`src/rtl/rf_wb_pkg.sv`:
```
// rf_wb_pkg
//   Shared types for the register-file write-back slice: register address,
//   write request record, write source tag and the hard-wired zero register.
package rf_wb_pkg;

  localparam int unsigned RF_DEPTH = 32;
  localparam int unsigned RF_BITS  = 64;
  localparam int unsigned RF_AW    = $clog2(RF_DEPTH);

  typedef logic [RF_AW-1:0] regaddr_t;

  typedef struct packed {
    regaddr_t           addr;
    logic [RF_BITS-1:0] data;
  } wb_req_t;

  typedef enum logic [1:0] {
    WB_NONE,
    WB_ALU,
    WB_MEM
  } wb_src_e;

  localparam regaddr_t ZERO_REG = '0;

  // x0 is hard-wired: writes to it are swallowed, never tracked.
  function automatic logic is_zero_reg(input regaddr_t a);
    return a == ZERO_REG;
  endfunction

endpackage

```
`src/rtl/rf_wb_fifo.sv`:
```
// rf_wb_fifo
//   QDEPTH-entry circular buffer of wb_req_t used to park load returns that
//   lost write-port arbitration. The caller must not push when full or pop
//   when empty.
// Ports
//   clk_i        clock, rising edge
//   rst_ni       asynchronous active-low reset (empties the buffer)
//   push_i       write push_data_i at the tail
//   push_data_i  entry to enqueue
//   pop_i        drop the head entry
//   head_o       current head entry (valid when !empty_o)
//   empty_o      no entries held
//   full_o       QDEPTH entries held
//   count_o      number of entries held
module rf_wb_fifo
  import rf_wb_pkg::*;
#(
  parameter int unsigned QDEPTH = 4
) (
  input  logic                      clk_i,
  input  logic                      rst_ni,
  input  logic                      push_i,
  input  wb_req_t                   push_data_i,
  input  logic                      pop_i,
  output wb_req_t                   head_o,
  output logic                      empty_o,
  output logic                      full_o,
  output logic [$clog2(QDEPTH):0]   count_o
);

  localparam int unsigned PW = $clog2(QDEPTH);
  localparam int unsigned CW = PW + 1;
  localparam logic [CW-1:0] FULL_CNT = CW'(QDEPTH);

  wb_req_t         mem_q [QDEPTH];
  logic [PW-1:0]   rd_ptr_q, rd_ptr_d;
  logic [PW-1:0]   wr_ptr_q, wr_ptr_d;
  logic [CW-1:0]   count_q, count_d;

  // QDEPTH is a power of two, so pointers wrap naturally.
  always_comb begin
    rd_ptr_d = rd_ptr_q;
    wr_ptr_d = wr_ptr_q;
    count_d  = count_q;
    if (push_i) wr_ptr_d = wr_ptr_q + 1'b1;
    if (pop_i)  rd_ptr_d = rd_ptr_q + 1'b1;
    unique case ({push_i, pop_i})
      2'b10:   count_d = count_q + 1'b1;
      2'b01:   count_d = count_q - 1'b1;
      default: count_d = count_q;
    endcase
  end

  always_ff @(posedge clk_i or negedge rst_ni) begin
    if (!rst_ni) begin
      rd_ptr_q <= '0;
      wr_ptr_q <= '0;
      count_q  <= '0;
    end else begin
      rd_ptr_q <= rd_ptr_d;
      wr_ptr_q <= wr_ptr_d;
      count_q  <= count_d;
    end
  end

  // Storage needs no reset: the count guards every read.
  always_ff @(posedge clk_i) begin
    if (push_i) mem_q[wr_ptr_q] <= push_data_i;
  end

  assign head_o  = mem_q[rd_ptr_q];
  assign empty_o = (count_q == '0);
  assign full_o  = (count_q == FULL_CNT);
  assign count_o = count_q;

endmodule

```
`src/rtl/rf_writeback_ctrl.sv`:
```
// rf_writeback_ctrl
//   Write-side initiator for the register file. Merges single-cycle ALU
//   results and valid/ready load returns onto one registered write port,
//   queues loads that lose arbitration, and tracks registers awaiting a load.
//   Optional feature macro: RF_BYPASS_EN adds a write-to-read forwarding mux.
// Ports
//   clk, rst_n               clock / asynchronous active-low reset
//   aluValid/aluAddr/aluData ALU result (always accepted, no ready)
//   memValid/memReady        load return handshake
//   memAddr/memData          load destination and data
//   issueValid/issueAddr     load issued; mark destination pending
//   addressw/writeData       register-file write address / data (registered)
//   writeEn                  register-file write enable, one cycle per write
//   pendingMask              bit i set while register i awaits a load
//   queueCount               entries held in the load-return queue
//   rdAddr1/2, rfRead1/2,    (RF_BYPASS_EN only) read addresses, raw file
//   fwdData1/2                read data and forwarded read data
module rf_writeback_ctrl
  import rf_wb_pkg::*;
#(
  parameter int unsigned DEPTH  = 32,
  parameter int unsigned BITS   = 64,
  parameter int unsigned QDEPTH = 4
) (
  input  logic                       clk,
  input  logic                       rst_n,
  input  logic                       aluValid,
  input  logic [$clog2(DEPTH)-1:0]   aluAddr,
  input  logic [BITS-1:0]            aluData,
  input  logic                       memValid,
  output logic                       memReady,
  input  logic [$clog2(DEPTH)-1:0]   memAddr,
  input  logic [BITS-1:0]            memData,
  input  logic                       issueValid,
  input  logic [$clog2(DEPTH)-1:0]   issueAddr,
`ifdef RF_BYPASS_EN
  input  logic [$clog2(DEPTH)-1:0]   rdAddr1,
  input  logic [$clog2(DEPTH)-1:0]   rdAddr2,
  input  logic [BITS-1:0]            rfRead1,
  input  logic [BITS-1:0]            rfRead2,
  output logic [BITS-1:0]            fwdData1,
  output logic [BITS-1:0]            fwdData2,
`endif
  output logic [$clog2(DEPTH)-1:0]   addressw,
  output logic [BITS-1:0]            writeData,
  output logic                       writeEn,
  output logic [DEPTH-1:0]           pendingMask,
  output logic [$clog2(QDEPTH):0]    queueCount
);

  localparam int unsigned CW = $clog2(QDEPTH) + 1;

  // Queue interface
  wb_req_t          q_head;
  logic             q_empty;
  logic             q_full;
  logic             q_push;
  logic             q_pop;
  logic [CW-1:0]    q_count;

  // Arbitration
  wb_req_t          alu_req;
  wb_req_t          mem_req;
  wb_req_t          sel_req;
  wb_src_e          sel_src;
  logic             mem_acc;
  logic             alu_take;
  logic             mem_take;

  // Output register stage and scoreboard
  logic             wen_q, wen_d;
  regaddr_t         waddr_q, waddr_d;
  logic [BITS-1:0]  wdata_q, wdata_d;
  logic [DEPTH-1:0] pend_q, pend_d;

  assign alu_req = '{addr: aluAddr, data: aluData};
  assign mem_req = '{addr: memAddr, data: memData};

  // Ready depends on occupancy only, so a full queue refuses a new load even
  // in a cycle where its head drains.
  assign memReady = ~q_full;
  assign mem_acc  = memValid & memReady;

  // Writes to x0 are consumed here and never reach the port or the queue.
  assign alu_take = aluValid & ~is_zero_reg(aluAddr);
  assign mem_take = mem_acc  & ~is_zero_reg(memAddr);

  // Priority: ALU, then queued load, then incoming load falling through an
  // empty queue. An accepted load that is not written directly is queued.
  always_comb begin
    sel_src = WB_NONE;
    sel_req = '0;
    q_pop   = 1'b0;
    q_push  = 1'b0;
    if (alu_take) begin
      sel_src = WB_ALU;
      sel_req = alu_req;
      q_push  = mem_take;
    end else if (!q_empty) begin
      sel_src = WB_MEM;
      sel_req = q_head;
      q_pop   = 1'b1;
      q_push  = mem_take;
    end else if (mem_take) begin
      sel_src = WB_MEM;
      sel_req = mem_req;
    end
  end

  rf_wb_fifo #(
    .QDEPTH (QDEPTH)
  ) u_fifo (
    .clk_i       (clk),
    .rst_ni      (rst_n),
    .push_i      (q_push),
    .push_data_i (mem_req),
    .pop_i       (q_pop),
    .head_o      (q_head),
    .empty_o     (q_empty),
    .full_o      (q_full),
    .count_o     (q_count)
  );

  // Address/data hold their last value when nothing is selected.
  always_comb begin
    wen_d   = (sel_src != WB_NONE);
    waddr_d = waddr_q;
    wdata_d = wdata_q;
    if (sel_src != WB_NONE) begin
      waddr_d = sel_req.addr;
      wdata_d = sel_req.data;
    end
  end

  // The clear is computed at selection so the bit drops on the same edge
  // that raises writeEn. The set is applied last so it wins a collision.
  always_comb begin
    pend_d = pend_q;
    if (sel_src == WB_MEM) pend_d[sel_req.addr] = 1'b0;
    if (issueValid && !is_zero_reg(issueAddr)) pend_d[issueAddr] = 1'b1;
  end

  always_ff @(posedge clk or negedge rst_n) begin
    if (!rst_n) begin
      wen_q   <= 1'b0;
      waddr_q <= '0;
      wdata_q <= '0;
      pend_q  <= '0;
    end else begin
      wen_q   <= wen_d;
      waddr_q <= waddr_d;
      wdata_q <= wdata_d;
      pend_q  <= pend_d;
    end
  end

  assign writeEn     = wen_q;
  assign addressw    = waddr_q;
  assign writeData   = wdata_q;
  assign pendingMask = pend_q;
  assign queueCount  = q_count;

`ifdef RF_BYPASS_EN
  // Forward the write currently on the port to a same-cycle reader.
  always_comb begin
    fwdData1 = rfRead1;
    fwdData2 = rfRead2;
    if (wen_q && (waddr_q == rdAddr1) && !is_zero_reg(rdAddr1)) fwdData1 = wdata_q;
    if (wen_q && (waddr_q == rdAddr2) && !is_zero_reg(rdAddr2)) fwdData2 = wdata_q;
  end
`endif

endmodule

```
`config.mk`:
```
export PLATFORM = sky130hd
export DESIGN_NAME = rf_writeback_ctrl
export DESIGN_NICKNAME = d
export VERILOG_FILES = /design/src/rtl/rf_wb_pkg.sv /design/src/rtl/rf_wb_fifo.sv /design/src/rtl/rf_writeback_ctrl.sv
export SDC_FILE = /design/constraint.sdc
export NUM_CORES = 1
export LEC_CHECK = 0
export BUFFER_PORTS_ARGS = -buffer_cell sky130_fd_sc_hd__buf_2
export CAP_MARGIN = 30
export CORE_ASPECT_RATIO = 0.5
export CORE_MARGIN = 2
export CORE_UTILIZATION = 50
export CTS_CLUSTER_DIAMETER = 30
export DETAILED_ROUTE_END_ITERATION = 10
export GPL_ROUTABILITY_DRIVEN = 0
export GPL_TIMING_DRIVEN = 0
export PLACE_DENSITY_LB_ADDON = 0.05
export SLEW_MARGIN = 10
export SYNTH_ARGS = -nofsm -noshare
export SYNTH_HDL_FRONTEND = slang
export SYNTH_SLANG_ARGS = --single-unit
```
`constraint.sdc`:
```
create_clock -name clk -period 3.33 [get_ports clk]
set_clock_uncertainty 0.2 [all_clocks]
set_input_delay 0.666 -clock clk [delete_from_list [all_inputs] [get_ports clk]]
set_output_delay 0.666 -clock clk [all_outputs]
set_load 0.02 [all_outputs]
```
==> results.sh, run 1 <==
export IMPL_clock_latency_ps=550
export IMPL_overflow=0
export IMPL_yosys_warnings=0
export IMPL_regToRegSetupSlack_ps=150
export IMPL_die_w_um=254
export IMPL_power_density_nw_per_um2=919
export IMPL_yosysMostFrequentCell="edfxtp_1"
export IMPL_cts_buffer_depth=3
export IMPL_crit_reg2reg_capture="u_fifo.count_o[2]$_DFFE_PN0P_"
export IMPL_vias=10023
export IMPL_rsz0062_at_grt="false"
export IMPL_async_flop_share=0.283
export IMPL_final_min_clock_period_ps=3190
export IMPL_timing_final_crit_share=0.958
export IMPL_grt_max_degree=67
export IMPL_worstSetupPathType="input port to flip-flop"
export IMPL_synthCells=963
export IMPL_worst_slack_ps=139
export IMPL_finalHoldViolCount=0
export IMPL_wl_per_cell_um=22.6
export IMPL_synthTopCellsByCount="276 x edfxtp_1, 109 x dfrtp_1, 76 x o21ai_0"
export IMPL_min_to="u_fifo.mem_q[3][28]$_DFFE_PP_"
export IMPL_drive_gt1_frac=0.360
export IMPL_drc=0
export IMPL_ir_drop_uv=484
export IMPL_cp_arrival_ps=3460
export IMPL_synth_flop_cell="edfxtp_1"
export IMPL_power_mw=17.7
export IMPL_hp_start="memData[28]"
export IMPL_num_io_pins=254
export IMPL_slew_headroom=0.351
export IMPL_root_buffer="clkbuf_16"
export IMPL_synth_area_um2=15700
export IMPL_postCtsSetupBuffers=0
export IMPL_outcome="complete, no violations"
export IMPL_port_buffers=250
export IMPL_yosysSeqAreaShare=0.702
export IMPL_cts_buffers=47
export IMPL_p_leak_nw=7.18
export IMPL_drv_cap=0
export IMPL_setup_viol=0
export IMPL_cp_end_kind="flip-flop"
export IMPL_min_path_type="input port to flip-flop"
export IMPL_grt_pass1_wl_um=59700
export IMPL_synth_edf_count=276
export IMPL_place_area_um2=17600
export IMPL_syn_area_per_cell_um2=16.3
export IMPL_p_comb_frac=0.315
export IMPL_ant_nets=0
export IMPL_hpwl_um=25000
export IMPL_cp_max_fo=10
export IMPL_netlist_area_leader_share=0.528
export IMPL_synth_seq_cells=385
export IMPL_syn_nets=1117
export IMPL_wirelength_um=39100
export IMPL_layout_area_overhead_vs_synth_pct=23.1
export IMPL_internal_power_mw=11.9
export IMPL_synth_top_cells_by_area="edfxtp_1 53%, dfrtp_1 17%, mux4_2 9.9%"
export IMPL_synth_cell_types=46
export IMPL_first_iter_violations=753
export IMPL_dr_pass1_iters=5
export IMPL_htree_levels=2
export IMPL_pwr_share_clk=0.300
export IMPL_seq_power_share=0.385
export IMPL_utilization=0.631
export IMPL_timing_fmax_mhz=313
export IMPL_cts_tree="yes"
export IMPL_initial_core_util=0.513
export IMPL_synth_top_area_cell="edfxtp_1"
export IMPL_switching_share=0.330
export IMPL_grt_pass1_vias=10236
export IMPL_core_area_um2=30600
export IMPL_clk_pin_slew_ps=60
export IMPL_worst_pin_slew_ps=973
export IMPL_antenna_found_initial=6
export IMPL_final_cell_area_um2=19300
export IMPL_via_per_inst=5.78
export IMPL_reg2reg_from="u_fifo.count_o[2]$_DFFE_PN0P_"
export IMPL_grt_usage=0.241
export IMPL_slew_violations=0
export IMPL_die_area_um2=32900
export IMPL_whs_path_depth=1
export IMPL_start_kind="input port"
export IMPL_fin_tns_setup_ps=0
export IMPL_clkSinkCount=385
export IMPL_r2r_worst_path_cells=11
export IMPL_std_cell_rows=45
export IMPL_final_nets=1423
export IMPL_cp_required_ps=3600
export IMPL_power_switching_mw=5.86
export IMPL_pre_cts_ws_ps=-571
export IMPL_dieHeight_um=129
state kept, by name, summed over array words and instances (netlist names):
name / count
u_fifo.mem_q: 276
writeData: 64
pendingMask: 32
addressw: 5
u_fifo.count_o: 3
u_fifo.rd_ptr_q: 2
u_fifo.wr_ptr_q: 2
writeEn: 1
metrics by stage:
stage                     instances  hold slack, ps
final                          1734             143
after floorplan                 963             170
after CTS                      1730             118
after global placement         1636             257
after detailed placement       1641             267
after global routing           1732             127
layout make-up:
class | count | area, um2
Fill cell | 2368 | 11300
Sequential cell | 385 | 11000
Multi-Input combinational cell | 488 | 4280
Timing Repair Buffer | 256 | 1400
Clock buffer | 54 | 1270
Tap cell | 423 | 529
Clock inverter | 33 | 377
Buffer | 68 | 327
Inverter | 23 | 86.3
Antenna cell | 4 | 10.0
worst max-delay path by stage:
| stage | depth (start not counted) | from | slack [ps] | end |
|---|---|---|---|---|
| 2_1_floorplan | 12 | aluAddr[0] | 110 | u_fifo.count_o[2]$_DFFE_PN0P_ |
| 3_3_place_gp | 6 | memAddr[4] | -900 | u_fifo.mem_q[2][8]$_DFFE_PP_ |
| 3_5_place_dp | 13 | aluAddr[0] | -570 | u_fifo.count_o[2]$_DFFE_PN0P_ |
| 4_1_cts | 11 | u_fifo.count_o[2]$_DFFE_PN0P_ | 90 | u_fifo.count_o[2]$_DFFE_PN0P_ |
| 5_1_grt | 11 | u_fifo.count_o[0]$_DFFE_PN0P_ | 7 | u_fifo.count_o[2]$_DFFE_PN0P_ |
| 6_report | 12 | memAddr[1] | 140 | u_fifo.count_o[2]$_DFFE_PN0P_ |
kinds of logic (layout without fill, tap and decap cells):
group / count (synthesis) / count (layout) / share of synthesized area
fa+ha+maj: 6 / 6 / 0.00527
compound gates: 198 / 198 / 0.0994
other cells: 0 / 4 / 0
buf+inv: 91 / 434 / 0.0259
flops: 385 / 385 / 0.702
xor+xnor: 6 / 6 / 0.00335
simple gates: 200 / 201 / 0.0592
mux: 77 / 77 / 0.104
cells in the final DEF, fill, tap and decap left out, drive strengths merged, types with 3 or more instances in the layout:
| cell type | instances |
|---|---|
| a21oi | 19 |
| and2 | 9 |
| and3 | 4 |
| buf | 284 |
| bufinv | 6 |
| clkbuf | 93 |
| clkinv | 11 |
| clkinvlp | 8 |
| dfrtp | 109 |
| diode | 4 |
| edfxtp | 276 |
| ha | 5 |
| inv | 31 |
| mux2 | 3 |
| mux2i | 5 |
| mux4 | 69 |
| nand2 | 53 |
| nand3 | 4 |
| nand3b | 5 |
| nor2 | 61 |
| nor3 | 57 |
| o21ai | 79 |
| o221a | 55 |
| o221ai | 16 |
| o41ai | 18 |
| or3b | 3 |
| xnor2 | 3 |
| xor2 | 3 |
power groups by stage:
stage,clock network (mW),registers [mW],logic (mW)
2_1_floorplan,0,7.45,3.15
3_3_place_gp,0,6.89,5.47
3_5_place_dp,0,6.91,5.62
4_1_cts,5.42,6.83,5.67
5_1_grt,5.62,6.93,6.07
6_report,5.33,6.83,5.58
timing repair:
item                                   in CTS  in global routing
setup endpoints to repair                  30                  1
resized for setup                           2                  2
gates cloned                                1                  0
hold buffers                                1                  0
pin swaps                                   1                  0
endpoints found under the hold margin      43                  0
routing by layer:
metal | vias to the layer above | share of wire | GRT usage
li1 | 4464 | - | -
met1 | 5173 | 0.43 | 0.334
met2 | 321 | 0.49 | 0.397
met3 | 63 | 0.060 | 0.0462
met4 | 2 | 0.018 | 0.0637
met5 | - | 0.00033 | 0
critical path, stage by stage:
cell and delay (ps):
buf_2 140, or4_1 550, o211ai_1 430, clkbuf_4 380
a21oi_2 150, inv_1 110, ha_1 190, inv_1 60
fa_1 370, xor2_1 150, nor2_1 110, xor2_1 150
No activity file was read; power rests on OpenSTA's default activity.
==> run 2, diff against run 1 <==
--- a/config.mk
+++ b/config.mk
@@ -9,7 +9,7 @@
 export CAP_MARGIN = 30
 export CORE_ASPECT_RATIO = 0.5
 export CORE_MARGIN = 2
-export CORE_UTILIZATION = 50
+export CORE_UTILIZATION = 40
 export CTS_CLUSTER_DIAMETER = 30
 export DETAILED_ROUTE_END_ITERATION = 10
 export GPL_ROUTABILITY_DRIVEN = 0
==> results.sh, run 2 (synthesized netlist as in run 1, its figures left out) <==
export IMPL_outcome="complete, no violations"
export IMPL_dr_pass1_iters=7
export IMPL_top_register="u_fifo.mem_q"
export IMPL_crit_family="buffers and inverters"
export IMPL_clk_pin_slew_ps=50
export IMPL_slew_headroom=0.384
export IMPL_cp_arrival_ps=3450
export IMPL_dr_wl_met2_um=20100
export IMPL_via_per_inst=5.37
export IMPL_core_area_um2=38800
export IMPL_initial_core_util=0.404
export IMPL_slew_violations=0
export IMPL_dieHeight_um=144
export IMPL_slowest_stage="or4_1"
export IMPL_cts_tree="yes"
export IMPL_cp_required_ps=3620
export IMPL_utilization=0.514
export IMPL_final_cell_count_no_fill=1856
export IMPL_layout_area_overhead_vs_synth_pct=27.3
export IMPL_first_iter_violations=792
export IMPL_finalHoldViolCount=0
export IMPL_grt_max_degree=70
export IMPL_place_area_um2=17800
export IMPL_worst_pin_slew_ps=924
export IMPL_power_density_nw_per_um2=965
export IMPL_startpoint="aluAddr[0]"
export IMPL_fin_tns_setup_ps=0
export IMPL_grt_pass1_vias=10380
export IMPL_root_buffer="clkbuf_16"
export IMPL_wl_per_cell_um=22.1
export IMPL_grt_pass1_wl_um=62000
export IMPL_reg2reg_from="u_fifo.rd_ptr_q[1]$_DFFE_PN0P_"
export IMPL_setup_viol=0
export IMPL_drive_gt1_frac=0.368
export IMPL_final_common_cell="edfxtp_1"
export IMPL_final_cell_mix="276 x edfxtp_1, 270 x buf_2, 109 x dfrtp_1, 76 x o21ai_0, 69 x mux4_2"
export IMPL_pre_cts_ws_ps=-738
export IMPL_critPathBufInv=5
export IMPL_crit_path_cell_trace="buf_2 > or4_1 > buf_2 > o21ai_4 > buf_4 > a21oi_2 > inv_1 > ha_1 > inv_1 > fa_1 > xor2_1 > nor2_1 > xor2_1"
export IMPL_drv_cap=0
export IMPL_cp_max_fo=10
export IMPL_cp_end_kind="flip-flop"
export IMPL_start_kind="input port"
export IMPL_die_area_um2=40900
export IMPL_wl_met1_um=18200
export IMPL_largest_reg_flops=276
export IMPL_critical_path_max_stage_delay_ps=500
export IMPL_dr_max_layer_used="met5"
export IMPL_final_min_clock_period_ps=3160
export IMPL_worst_slack_ps=172
export IMPL_regToRegSetupSlack_ps=190
export IMPL_worstSetupPathType="input port to flip-flop"
export IMPL_rsz0062_at_grt="false"
export IMPL_htree_levels=2
export IMPL_port_buffers=250
export IMPL_ant_nets=0
export IMPL_timing_fmax_mhz=317
export IMPL_wirelength_um=41000
export IMPL_std_cell_rows=51
export IMPL_wl_met3_um=2200
export IMPL_cts_buffers=57
export IMPL_vias=9974
export IMPL_p_leak_nw=7.45
export IMPL_dp_cells=1748
export IMPL_drc=0
export IMPL_num_io_pins=254
export IMPL_cts_buffer_depth=3
export IMPL_final_nets=1433
export IMPL_hpwl_um=26100
export IMPL_die_w_um=284
export IMPL_ir_drop_uv=440
export IMPL_postCtsSetupBuffers=0
export IMPL_antenna_found_initial=2
export IMPL_clkSinkCount=385
export IMPL_clock_latency_ps=570
export IMPL_final_cell_area_um2=20000
export IMPL_min_path_type="input port to flip-flop"
export IMPL_hp_start="memData[7]"
export IMPL_timing_final_crit_share=0.948
export IMPL_overflow=0
export IMPL_grt_usage=0.200
[run 2: changes by cell type in the layout (fill, tap and decap cells not counted), moves of 2 or more]
| cell | delta |
|---|---|
| bufinv_16 | +10 |
| clkbuf_16 | +10 |
| diode_2 | -3 |
| inv_6 | -5 |
| clkbuf_4 | -2 |
| clkinvlp_4 | -2 |
| clkinv_2 | +4 |
[run 2: cell type report]
class | instances | area [um2]
fill | 3328 | 18800
antenna | 1 | 2.50
buffer | 68 | 330
clock inverter | 39 | 632
sequential | 385 | 11000
timing repair buffer | 256 | 1410
clock buffer | 66 | 1540
multi-input combinational | 488 | 4280
tap | 530 | 663
inverter | 23 | 86.3
[run 2: where the power goes]
group | leakage [nW] | total [mW] | internal, mW | switching, mW
Combinational | 2.66 | 5.67 | 2.24 | 3.43
Clock | 1.05 | 6.77 | 4.55 | 2.22
Sequential | 3.74 | 6.82 | 6.39 | 0.424
[run 2: metal layers]
| metal | vias up | global-route usage |
|---|---|---|
| li1 | 4497 | - |
| met1 | 5164 | 0.276 |
| met2 | 269 | 0.331 |
| met3 | 42 | 0.0396 |
| met4 | 2 | 0.0446 |
| met5 | - | 0 |
[run 2: path summary, 6_finish.rpt]
path	end	cells past startpoint
max	u_fifo.count_o[2]$_DFFE_PN0P_	13
min	u_fifo.mem_q[2][7]$_DFFE_PP_	1
max reg2reg	writeData[0]$_DFFE_PN0P_	7
min reg2reg	writeData[5]$_DFFE_PN0P_	2
max in group asynchronous	writeData[9]$_DFFE_PN0P_	3
min in group asynchronous	writeData[34]$_DFFE_PN0P_	2
[run 2: worst reg2reg max path: cells and delay by family (launching register included)]
| kind | cells | cell delay, ps |
|---|---|---|
| buf+inv | 3 | 1540 |
| simple gates | 1 | 50 |
| compound gates | 2 | 610 |
| mux | 1 | 360 |
| flops | 1 | 310 |
[run 2: through the flow]
stage | hold WS (ps) | power [mW]
after floorplan | 170 | 10.6
after global placement | 260 | 12.5
after detailed placement | 261 | 12.7
after CTS | 99.8 | 19.5
after global routing | 101 | 20.3
final | 127 | 19.3
[run 2: what timing repair did]
action	4_1_cts	5_1_grt
hold buffers	1	0
gates resized for setup	3	3
pin swaps	0	2
hold endpoints to repair	40	0
gates cloned	0	1
setup endpoints to repair	136	160
==> run 3, diff against run 2 <==
--- a/config.mk
+++ b/config.mk
@@ -7,8 +7,7 @@
 export LEC_CHECK = 0
 export BUFFER_PORTS_ARGS = -buffer_cell sky130_fd_sc_hd__buf_2
 export CAP_MARGIN = 30
-export CORE_ASPECT_RATIO = 0.5
-export CORE_MARGIN = 2
+export CORE_ASPECT_RATIO = 1.75
 export CORE_UTILIZATION = 40
 export CTS_CLUSTER_DIAMETER = 30
 export DETAILED_ROUTE_END_ITERATION = 10
==> results.sh, run 3 (synthesized netlist as in run 1, its figures left out) <==
export IMPL_first_iter_violations=460
export IMPL_p_comb_frac=0.298
export IMPL_critical_path_max_stage_delay_ps=500
export IMPL_final_nets=1433
export IMPL_clkSinkCount=385
export IMPL_power_mw=18.9
export IMPL_power_switching_mw=6.14
export IMPL_internal_power_mw=12.8
export IMPL_multiInputGateArea_um2=4290
export IMPL_crit_reg2reg_capture="u_fifo.count_o[2]$_DFFE_PN0P_"
export IMPL_hpwl_um=27300
export IMPL_critPathBufInv=5
export IMPL_start_kind="input port"
export IMPL_cts_buffer_depth=3
export IMPL_grt_max_degree=76
export IMPL_cts_tree="yes"
export IMPL_final_min_clock_period_ps=3170
export IMPL_fillers=3413
export IMPL_antenna_found_initial=5
export IMPL_timing_final_crit_share=0.953
export IMPL_cp_required_ps=3620
export IMPL_timing_fmax_mhz=315
export IMPL_drive_gt1_frac=0.370
export IMPL_worst_pin_slew_ps=1010
export IMPL_power_density_nw_per_um2=955
export IMPL_final_cell_count_no_fill=1814
export IMPL_dr_pass1_iters=4
export IMPL_slew_headroom=0.324
export IMPL_min_to="u_fifo.mem_q[0][49]$_DFFE_PP_"
export IMPL_largest_reg_flops=276
export IMPL_clock_latency_ps=570
export IMPL_p_leak_nw=7.40
export IMPL_htree_levels=2
export IMPL_whs_ps=120
export IMPL_clk_pin_slew_ps=60
export IMPL_whs_path_depth=1
export IMPL_overflow=0
export IMPL_wirelength_um=41900
export IMPL_vias=9884
export IMPL_seq_power_share=0.361
export IMPL_hp_start="memData[49]"
export IMPL_drc=0
export IMPL_port_buffers=250
export IMPL_cp_end_kind="flip-flop"
export IMPL_outcome="complete, no violations"
export IMPL_postCtsSetupBuffers=0
export IMPL_top_register="u_fifo.mem_q"
export IMPL_final_cell_mix="276 x edfxtp_1, 269 x buf_2, 109 x dfrtp_1, 76 x o21ai_0, 69 x mux4_2"
export IMPL_grt_pass1_wl_um=63700
export IMPL_via_per_inst=5.45
export IMPL_layout_area_overhead_vs_synth_pct=26.2
export IMPL_ir_drop_uv=529
export IMPL_reg2reg_from="u_fifo.count_o[1]$_DFFE_PN0P_"
export IMPL_regToRegSetupSlack_ps=160
export IMPL_drv_cap=0
export IMPL_finalHoldViolCount=0
export IMPL_pwr_share_clk=0.341
export IMPL_grt_usage=0.216
export IMPL_wl_per_cell_um=23.1
export IMPL_crit_family="buffers and inverters"
export IMPL_worstSetupPathType="input port to flip-flop"
export IMPL_dieHeight_um=264
export IMPL_rsz0062_at_grt="false"
export IMPL_die_w_um=152
export IMPL_dp_cells=1703
export IMPL_r2r_worst_path_cells=11
export IMPL_setup_viol=0
export IMPL_die_area_um2=40000
export IMPL_slew_violations=0
export IMPL_regArea_um2=11000
export IMPL_initial_core_util=0.407
export IMPL_cp_arrival_ps=3460
export IMPL_std_cell_rows=95
export IMPL_root_buffer="clkbuf_16"
export IMPL_slowest_stage="or4_1"
export IMPL_min_path_type="input port to flip-flop"
export IMPL_crit_path_cell_trace="buf_2 > or4_1 > buf_2 > o21ai_4 > clkbuf_4 > a21oi_2 > inv_1 > ha_1 > inv_1 > fa_1 > xor2_1 > nor2_1 > xor2_1"
export IMPL_cp_max_fo=10
export IMPL_num_io_pins=254
export IMPL_core_area_um2=38500
export IMPL_cts_buffers=56
export IMPL_grt_pass1_vias=10681
export IMPL_final_common_cell="edfxtp_1"
export IMPL_switching_share=0.325
export IMPL_ant_nets=0
## run 3: repair_timing
action                                 4_1_cts  5_1_grt
pin swaps                                    2        0
hold buffers                                 1        0
cloned                                       2        0
gates resized for setup                      2        2
endpoints found under the hold margin       34        0
setup endpoints to repair                  134        1
## run 3: power groups by stage
stage | Sequential, mW | Combinational [mW] | Clock (mW)
after global routing | 6.93 | 6.16 | 6.78
final | 6.82 | 5.64 | 6.45
after CTS | 6.83 | 5.79 | 6.58
after detailed placement | 6.91 | 5.74 | 0
after global placement | 6.92 | 5.63 | 0
after floorplan | 7.45 | 3.15 | 0
## run 3: worst register-to-register path, delay by kind of cell, from the launching register on
| kind | cells | cell delay (ps) |
|---|---|---|
| compound gates | 2 | 410 |
| simple gates | 2 | 660 |
| buf+inv | 3 | 530 |
| xor+xnor | 2 | 300 |
| flops | 1 | 440 |
| fa+ha+maj | 2 | 550 |
## run 3: how the worst max path moves through the flow
stage | from | slack (ps) | end | depth (start not counted)
floorplan | aluAddr[0] | 110 | u_fifo.count_o[2]$_DFFE_PN0P_ | 12
global placement | memAddr[1] | -1100 | u_fifo.mem_q[2][56]$_DFFE_PP_ | 6
detailed placement | aluAddr[0] | -640 | u_fifo.count_o[2]$_DFFE_PN0P_ | 13
CTS | aluAddr[0] | 60 | u_fifo.count_o[2]$_DFFE_PN0P_ | 13
global route | u_fifo.count_o[1]$_DFFE_PN0P_ | 30 | u_fifo.count_o[2]$_DFFE_PN0P_ | 11
finish | aluAddr[0] | 160 | u_fifo.count_o[2]$_DFFE_PN0P_ | 13
## run 3: routing by layer
metal,routed length [um],vias to the layer above,global-route usage
met5,34,-,0
met4,1040,6,0.0760
met3,1870,79,0.0356
met2,22600,271,0.388
met1,16400,5031,0.255
li1,-,4497,-
## run 3: final cells by class
cell class,count,area share
tap,485,0.0307
clock buffer,60,0.0731
buffer,68,0.0165
antenna,2,0.000253
clock inverter,46,0.0318
timing repair buffer,256,0.0702
multi-input combinational,489,0.217
sequential,385,0.556
inverter,23,0.00436
## run 3: per-stage QoR
| step | instance area, um2 | util | TNS, ps | setup slack (ps) |
|---|---|---|---|---|
| 2_1_floorplan | 15700 | - | 0 | 115 |
| 3_3_place_gp | 17500 | 0.456 | -325970 | -1100 |
| 3_5_place_dp | 17700 | 0.459 | -96350 | -637 |
| 4_1_cts | 19800 | 0.514 | 0 | 62.5 |
| 5_1_grt | 19800 | 0.514 | 0 | 30.2 |
| 6_report | 19800 | 0.514 | 0 | 156 |
